File: src/rtl/sc_reg_countdown_timer.sv
// sc_reg_countdown_timer: prescaled loadable down-counter with IDLE/RUN/PAUSE/DONE control.
// Define SC_REGCOUNTDOWN_AUTORELOAD_EN to restart from the last loaded value on terminal count.
module sc_reg_countdown_timer #(
  parameter int RegCOUNTDOWN_DATAWIDTH      = 4,
  parameter int RegCOUNTDOWN_PRESCALE_MAX   = 49999999,
  parameter int RegCOUNTDOWN_PRESCALE_WIDTH = 26
) (
  input  logic                              SC_RegCOUNTDOWN_CLOCK_50,
  input  logic                              SC_RegCOUNTDOWN_RESET_InHigh,
  input  logic                              SC_RegCOUNTDOWN_clear_InHigh,
  input  logic                              SC_RegCOUNTDOWN_load_InHigh,
  input  logic [RegCOUNTDOWN_DATAWIDTH-1:0] SC_RegCOUNTDOWN_data_InBUS,
  input  logic                              SC_RegCOUNTDOWN_start_InHigh,
  input  logic                              SC_RegCOUNTDOWN_pause_InHigh,
  output logic [RegCOUNTDOWN_DATAWIDTH-1:0] SC_RegCOUNTDOWN_data_OutBUS,
  output logic                              SC_RegCOUNTDOWN_zero_OutHigh,
  output logic                              SC_RegCOUNTDOWN_done_OutHigh,
  output logic                              SC_RegCOUNTDOWN_busy_OutHigh
);
  localparam int DW = RegCOUNTDOWN_DATAWIDTH;
  localparam int PW = RegCOUNTDOWN_PRESCALE_WIDTH;
  localparam logic [PW-1:0] PMAX = PW'(RegCOUNTDOWN_PRESCALE_MAX);
  typedef enum logic [1:0] {IDLE, RUN, PAUSE, DONE} state_t;
  state_t state_q, state_d;
  logic [DW-1:0] count_q, count_d;
  logic [PW-1:0] pre_q, pre_d;
  logic done_q, done_d;
  logic active;
`ifdef SC_REGCOUNTDOWN_AUTORELOAD_EN
  logic [DW-1:0] reload_q, reload_d;
`endif
  assign active = (state_q == RUN) || (state_q == PAUSE);
  always_comb begin
    state_d = state_q;
    count_d = count_q;
    pre_d   = pre_q;
    done_d  = 1'b0;
`ifdef SC_REGCOUNTDOWN_AUTORELOAD_EN
    reload_d = reload_q;
`endif
    if (SC_RegCOUNTDOWN_clear_InHigh) begin
      state_d = IDLE;
      count_d = '0;
      pre_d   = '0;
    end else if (SC_RegCOUNTDOWN_load_InHigh) begin
      count_d = SC_RegCOUNTDOWN_data_InBUS;
      pre_d   = '0;
`ifdef SC_REGCOUNTDOWN_AUTORELOAD_EN
      reload_d = SC_RegCOUNTDOWN_data_InBUS;
`endif
      state_d = (active && SC_RegCOUNTDOWN_data_InBUS != '0) ? state_q : IDLE;
    end else if (state_q == IDLE) begin
      if (SC_RegCOUNTDOWN_start_InHigh && count_q != '0) begin
        state_d = RUN;
        pre_d   = '0;
      end
    end else if (active) begin
      // releasing pause counts in the same cycle, so each paused cycle costs exactly one
      if (SC_RegCOUNTDOWN_pause_InHigh) state_d = PAUSE;
      else begin
        state_d = RUN;
        if (pre_q == PMAX) begin
          pre_d = '0;
          if (count_q == DW'(1)) begin
            done_d = 1'b1;
`ifdef SC_REGCOUNTDOWN_AUTORELOAD_EN
            count_d = reload_q;
`else
            count_d = '0;
            state_d = DONE;
`endif
          end else count_d = count_q - DW'(1);
        end else pre_d = pre_q + PW'(1);
      end
    end
  end
  always_ff @(posedge SC_RegCOUNTDOWN_CLOCK_50 or posedge SC_RegCOUNTDOWN_RESET_InHigh) begin
    if (SC_RegCOUNTDOWN_RESET_InHigh) begin
      state_q <= IDLE;
      count_q <= '0;
      pre_q   <= '0;
      done_q  <= 1'b0;
`ifdef SC_REGCOUNTDOWN_AUTORELOAD_EN
      reload_q <= '0;
`endif
    end else begin
      state_q <= state_d;
      count_q <= count_d;
      pre_q   <= pre_d;
      done_q  <= done_d;
`ifdef SC_REGCOUNTDOWN_AUTORELOAD_EN
      reload_q <= reload_d;
`endif
    end
  end
  assign SC_RegCOUNTDOWN_data_OutBUS  = count_q;
  assign SC_RegCOUNTDOWN_zero_OutHigh = (count_q == '0);
  assign SC_RegCOUNTDOWN_done_OutHigh = done_q;
  assign SC_RegCOUNTDOWN_busy_OutHigh = active;
endmodule

File: config.mk
export PLATFORM = sky130hd
export DESIGN_NAME = sc_reg_countdown_timer
export DESIGN_NICKNAME = d
export VERILOG_FILES = /design/src/rtl/sc_reg_countdown_timer.sv
export SDC_FILE = /design/constraint.sdc
export NUM_CORES = 1
export LEC_CHECK = 0
export ABC_AREA = 1
export BUFFER_PORTS_ARGS = -buffer_cell sky130_fd_sc_hd__buf_2
export CAP_MARGIN = 30
export CORE_UTILIZATION = 40
export CTS_BUF_LIST = sky130_fd_sc_hd__clkbuf_16
export CTS_CLUSTER_SIZE = 8
export DETAILED_ROUTE_END_ITERATION = 8
export PLACE_DENSITY = 0.65
export SETUP_SLACK_MARGIN = 0.2
export SKIP_CTS_REPAIR_TIMING = 1
export SLEW_MARGIN = 20
export SYNTH_ARGS = -nofsm -noshare
export SYNTH_HDL_FRONTEND = slang
export SYNTH_SLANG_ARGS = --single-unit
File: constraint.sdc
create_clock -name SC_RegCOUNTDOWN_CLOCK_50 -period 1.8 [get_ports SC_RegCOUNTDOWN_CLOCK_50]
set_clock_uncertainty 0.15 [all_clocks]
set_input_delay 0.36 -clock SC_RegCOUNTDOWN_CLOCK_50 [delete_from_list [all_inputs] [get_ports SC_RegCOUNTDOWN_CLOCK_50]]
set_output_delay 0.36 -clock SC_RegCOUNTDOWN_CLOCK_50 [all_outputs]
set_load 0.005 [all_outputs]
Yosys cells after proc, flatten, opt, wreduce, memory -nomap -nowiden. Index checks and enable logic that the tools add are counted.

Memory bits (read-only): 0. Register bits: 33. Word-level logic and storage cells: 58. Output and inout port bits: 7. Memories: 0. Latch bits: 0. Bits in writable memories: 0.

Bitwise logic cells: 0. Order comparisons: 0. Div/mod/pow operators: 0. Eq/ne operators: 9. Shift operators: 0. $add $sub $neg: 2. Multiply operators: 0. Multiplexer cells: 30. Reduce and logical (&&, ||, !) cells: 13.

Operators by type and width (number): 26-bit two-way mux (7); 4-bit two-way mux (7); 26-bit by 1-bit adder with 26-bit output (second input constant) (1); 26-bit equality test (second input constant) (1); 2-bit two-way mux (9); 4-bit nonzero test (3); 3-bit inequality test (second input constant) (3); 4-bit by 3-bit inequality test with 1-bit output (second input constant) (2); 1-bit two-way mux (7); 3-bit AND reduction (2); 3-bit nonzero test (2); 4-bit by 1-bit equality test with 1-bit output (second input constant) (1); 4-bit zero test (1); 4-bit AND reduction (1); 4-bit by 1-bit subtractor with 4-bit output (second input constant) (1); 2-bit by 1-bit equality test with 1-bit output (second input constant) (1); 2-bit equality test (second input constant) (1); 1-bit logical AND (2); 2-bit zero test (1); 1-bit logical OR (1).

Longest topological paths before layout.
Depth after elaboration: 8. Depth in mapped cells: 12. Mapped depth without buffers: 11.

Worst setup path after synthesis. No wires, ideal clock.

Path kind: register -> register. From: reg count_q[0] (netlist: SC_RegCOUNTDOWN_data_OutBUS[0]). To: reg pre_q[25]. Buffers on the path: 1. Slack: 0.121 ns. Stages on the path, launching flop included: 12. Arrival: 1.410 ns. Library setup time: 0.120 ns. Required time: 1.530 ns. Clock period less this slack: 1.679 ns. Cell sequence: dfrtp_1 inv_1 ha_1 nand2_1 nand2_1 nand2_2 nand2_4 inv_4 buf_2 nand4_1 nand2_1 nor2_1.

Cells in the longest elaborated chain, start to end: 4.

Ends and longest elaborated chain: start: declaration (RTL line 25) `logic [DW-1:0] count_q, count_d;`; start signal: assignment (RTL line 88) `count_q <= count_d;`; 4-bit nonzero test (RTL line 53) `if (SC_RegCOUNTDOWN_start_InHigh && count_q != '0) begin`; 1-bit logical AND (RTL line 53); 4-bit by 3-bit inequality test with 1-bit output (no source line); 3-bit AND reduction (no source line); end signal: assignment (RTL line 89) `pre_q <= pre_d;`; end: declaration (RTL line 26) `logic [PW-1:0] pre_q, pre_d;`.

Every way passes these cells. A chain may end at the register's enable or synchronous reset.

Worst setup path after layout.
From: reg pre_q[1]. To: reg pre_q[11].

Cells in the longest elaborated chain, start to end: 7. Elaborated cells on any way between the ends: 8. Classes of those cells: add/sub (1); eq/ne (1); mux (6).

Ends and longest elaborated chain: 26-bit by 1-bit adder with 26-bit output / 26-bit equality test (equally long branches) (RTL line 73, 62); 26-bit two-way mux (*) (RTL line 62) `if (pre_q == PMAX) begin`; 26-bit two-way mux (*) (RTL line 59) `if (SC_RegCOUNTDOWN_pause_InHigh) state_d = PAUSE;`; 26-bit two-way mux (*) (RTL line 57) `end else if (active) begin`; 26-bit two-way mux (*) (RTL line 52) `end else if (state_q == IDLE) begin`; 26-bit two-way mux (*) (RTL line 45) `end else if (SC_RegCOUNTDOWN_load_InHigh) begin`; 26-bit two-way mux (*) (RTL line 41) `if (SC_RegCOUNTDOWN_clear_InHigh) begin`.

Every way passes the cells marked *; elsewhere a longest branch is shown, timed or not. The select of a mux whose other input is x is not followed.

==> summary.md <==
| Metric | Value |
|---|---|
| Status | `complete, no violations` |
| CP top delay family | `simple AND/OR/NAND/NOR gates` |
| GRT Total Usage | `19.91%` |
| Area Growth Syn to Fin | `33.63%` |
| WP buf/inv | `1` |
| Max-Slew Margin vs Limit | `69.38%` |
| Synthesized area per cell | `roughly 6.5 um^2` |
| # rows | `26` |
| Routed WL | `around 5900 um` |
| Crit-path max FO | `10` |
| Sequential element share of the synthesized area | `a little under two fifths` |
| Sequential share of power | `around two fifths` |
| Final period util | `between 90% and 100%` |
| Fmax | `between 500 and 600 MHz` |
| #FFs+latches synth | `33` |
| Worst-Skew Late Latency | `0.28 ns` |
| Cell taking the most area after synthesis | `dfrtp_1` |
| Util after Layout | `56.98%` |
| Worst setup SP type | `flip-flop` |
| Vias | `around 2.3k` |
| Post-DR vias/cell | `about 4.9` |
| Max VDD drop | `between 0.5 and 0.6 mV` |
| Final Hold Vio Count | `0` |
| Number of synthesized flops with an enable pin | `0` |
| CTS tree | `done` |
| Total CTS buffers | `5` |
| Worst Hold Class | `primary input to asynchronous set/reset pin` |
| Most frequent cells in the layout | `nand2_1 (101), inv_1 (47), nor2_1 (41)` |
| Syn Inst Count | `between 300 and 400` |
| Synthesized net count | `between 300 and 400` |
| RSZ-0062 raised after global routing | `yes` |
| Root buffer cell | `clkbuf_16` |
| CTS H-tree depth | `2` |
| Synth unique cells | `28` |
| Drt first pass iters | `4` |
| Finished Cell Area | `roughly 3000 um^2` |
| Detailed-route wire length per cell | `between 10 and 15 um` |
| DRT iter0 DRCs | `135` |
| Core area | `between 5000 and 6000 um^2` |
| Die X | `approximately 77 um` |
| Mapped Area | `2247 um^2` |
| Die area | `roughly 5900 um^2` |
| Ports | `17` |
| Crit path cell chain | `ha_4 -> nand2_4 -> nor2_4 -> nand2_2 -> nor2_4 -> nand2_4 -> nand2_4 -> nand2_4 -> buf_12 -> nand2_1 -> nor2_1` |
| Clock transition at the registers of the reported paths | `approximately 0.050 ns` |
| Initial Utilization | `42.64%` |
| DRT antenna net count | `0` |
| Worst EP arrival | `about 1.8 ns` |
| CP max stage delay | `0.40 ns` |
| Residual DRC | `0` |
| Global placement routability congestion | `approximately 0.84` |
| Psw | `between 0.0005 and 0.0006 W` |
| Cell at the slowest stage of the critical path | `dfrtp_1` |
| Final Max Tran Viols | `0` |
| Vias in the first global route | `a little over 2k` |
| Synth top area share | `a little under two fifths` |
| Fillers | `roughly 490` |
| Final setup viols | `0` |
| Fin crit period | `between 1.5 and 2 ns` |
| Clock Tree Buf Depth | `2` |
| Number of port buffers | `16` |
| DP HPWL | `roughly 4100 um` |
| Top post-synthesis cells by area | `dfrtp_1 (37%), nand2_1 (19%), nor2_1 (9.0%)` |
| Die height | `between 70 and 80 um` |
| Cell mode on critical path | `nand2_4` |
| Comb power frac | `around a fifth` |
| Leakage | `~1.4 nW` |
| Critical Path Sink Type | `flip-flop` |
| Worst-Margin Slew | `0.4593 ns` |
| Internal Power | `about 0.0014 W` |
| Warnings from Yosys | `0` |
| Primary FF master, synth | `dfrtp_1` |
| Placed cell area | `~2500 um^2` |
| Initial antenna violation count | `0` |
| P per Cell Area | `approximately 660 nW/um^2` |
| FFs w/ async S/R, synth | `100.0%` |
| Commonest non-fill, non-tap cell in the layout | `nand2_1` |
| Clock sink count | `33` |
| Sw frac | `between 20% and 30%` |
| Critical path class | `flip-flop to flip-flop` |
| Max_cap viols | `0` |
| NumNets Final | `406` |
| Clock power share | `between 40% and 50%` |
| Largest net degree at the start of global routing | `34` |
| First-pass GRT wire length | `between 9000 and 10000 um` |
| Diode count | `0` |
| Share of cells above drive strength 1 | `29.34%` |
| Crit path required time | `around 1.8 ns` |
| Total gr overflow | `0` |
[final timing paths]
path,start,end,slack (ns),cells after the start
worst max register to register,pre_q[1]$_DFFE_PP0P_,pre_q[11]$_DFFE_PP0P_,0.04,11
min in group SC_RegCOUNTDOWN_CLOCK_50,SC_RegCOUNTDOWN_clear_InHigh,pre_q[2]$_DFFE_PP0P_,0.27,4
worst min-delay path,SC_RegCOUNTDOWN_RESET_InHigh,SC_RegCOUNTDOWN_data_OutBUS[3]$_DFFE_PP0P_,0.02,3
worst min register to register,state_q[0]$_DFFE_PP0P_,state_q[0]$_DFFE_PP0P_,0.40,2
max in group asynchronous,SC_RegCOUNTDOWN_RESET_InHigh,pre_q[17]$_DFFE_PP0P_,1.15,3
worst max-delay path,pre_q[1]$_DFFE_PP0P_,pre_q[11]$_DFFE_PP0P_,0.04,11
[flip-flops by register name (all words and copies together) (netlist names)]
signal	count
state_q	2
pre_q	26
SC_RegCOUNTDOWN_data_OutBUS	4
SC_RegCOUNTDOWN_done_OutHigh	1
[power groups by stage]
stage                     logic, W  registers (W)  clock network, W
final                     0.000389       0.000777          0.000816
after global routing      0.000421       0.000779          0.000870
after CTS                 0.000283       0.000773          0.000842
after detailed placement  0.000281       0.000786                 0
after global placement    0.000280       0.000786                 0
after floorplan           0.000177       0.000788                 0
[worst reg2reg max path: cells and delay by family, from the launching register on]
kind / cells / cell delay [ns]
AND/OR/NAND/NOR: 9 / 0.77
flip-flops: 1 / 0.40
adder cells (fa/ha/maj): 1 / 0.17
buffers and inverters: 1 / 0.15
[cell usage after synthesis (2+ instances only)]
cell type,n
nand3_1,27
o21ai_0,10
nand4_1,7
nand3b_1,3
nand2_2,8
inv_1,52
a21oi_1,3
inv_2,2
nor3_1,3
buf_2,2
nor2_2,6
nor2_1,54
o22ai_1,5
nand2_1,114
ha_1,5
xor2_1,2
dfrtp_1,33
[through the flow]
stage	setup TNS (ns)	hold slack (ns)	power [W]	std cells	setup slack, ns
after floorplan	0	0.3244	0.0009648	347	0.2037
after global routing	-0.2747	0.05975	0.002070	462	-0.03434
after detailed placement	-0.00007605	0.3310	0.001068	442	-0.00007605
final	0	0.01883	0.001983	462	0.04457
after global placement	0	0.3287	0.001066	442	0.02905
after CTS	-0.008145	0.03135	0.001898	450	-0.008145
[metal layers]
metal	vias to the layer above	GRT usage, %	share of wire, %
met5	-	0	0
met4	0	6.923	0.77
met3	4	4.048	4.5
met2	48	31.07	48
met1	1052	27.18	46
li1	1163	-	-
[kinds of logic after synthesis]
group / Yosys count / share of synthesized area [%]
mux: 1 / 0.4455
simple gates: 226 / 43.32
fa+ha+maj: 5 / 2.784
flops: 33 / 36.75
buf+inv: 59 / 10.58
compound gates: 20 / 4.956
xor+xnor: 3 / 1.169
[cell type report]
type | count | area, um^2 | share of cell area (%)
clock buffers | 5 | 125.1 | 4.167
inverters | 55 | 221.5 | 7.375
clock inverters | 3 | 13.76 | 0.4583
repair buffers | 40 | 324.1 | 10.79
multi-input cells | 255 | 1396 | 46.50
repair inverters | 1 | 8.758 | 0.2917
flip-flops and latches | 33 | 825.8 | 27.50
well taps | 70 | 87.58 | 2.917
No activity file was read; power rests on OpenSTA's default activity.
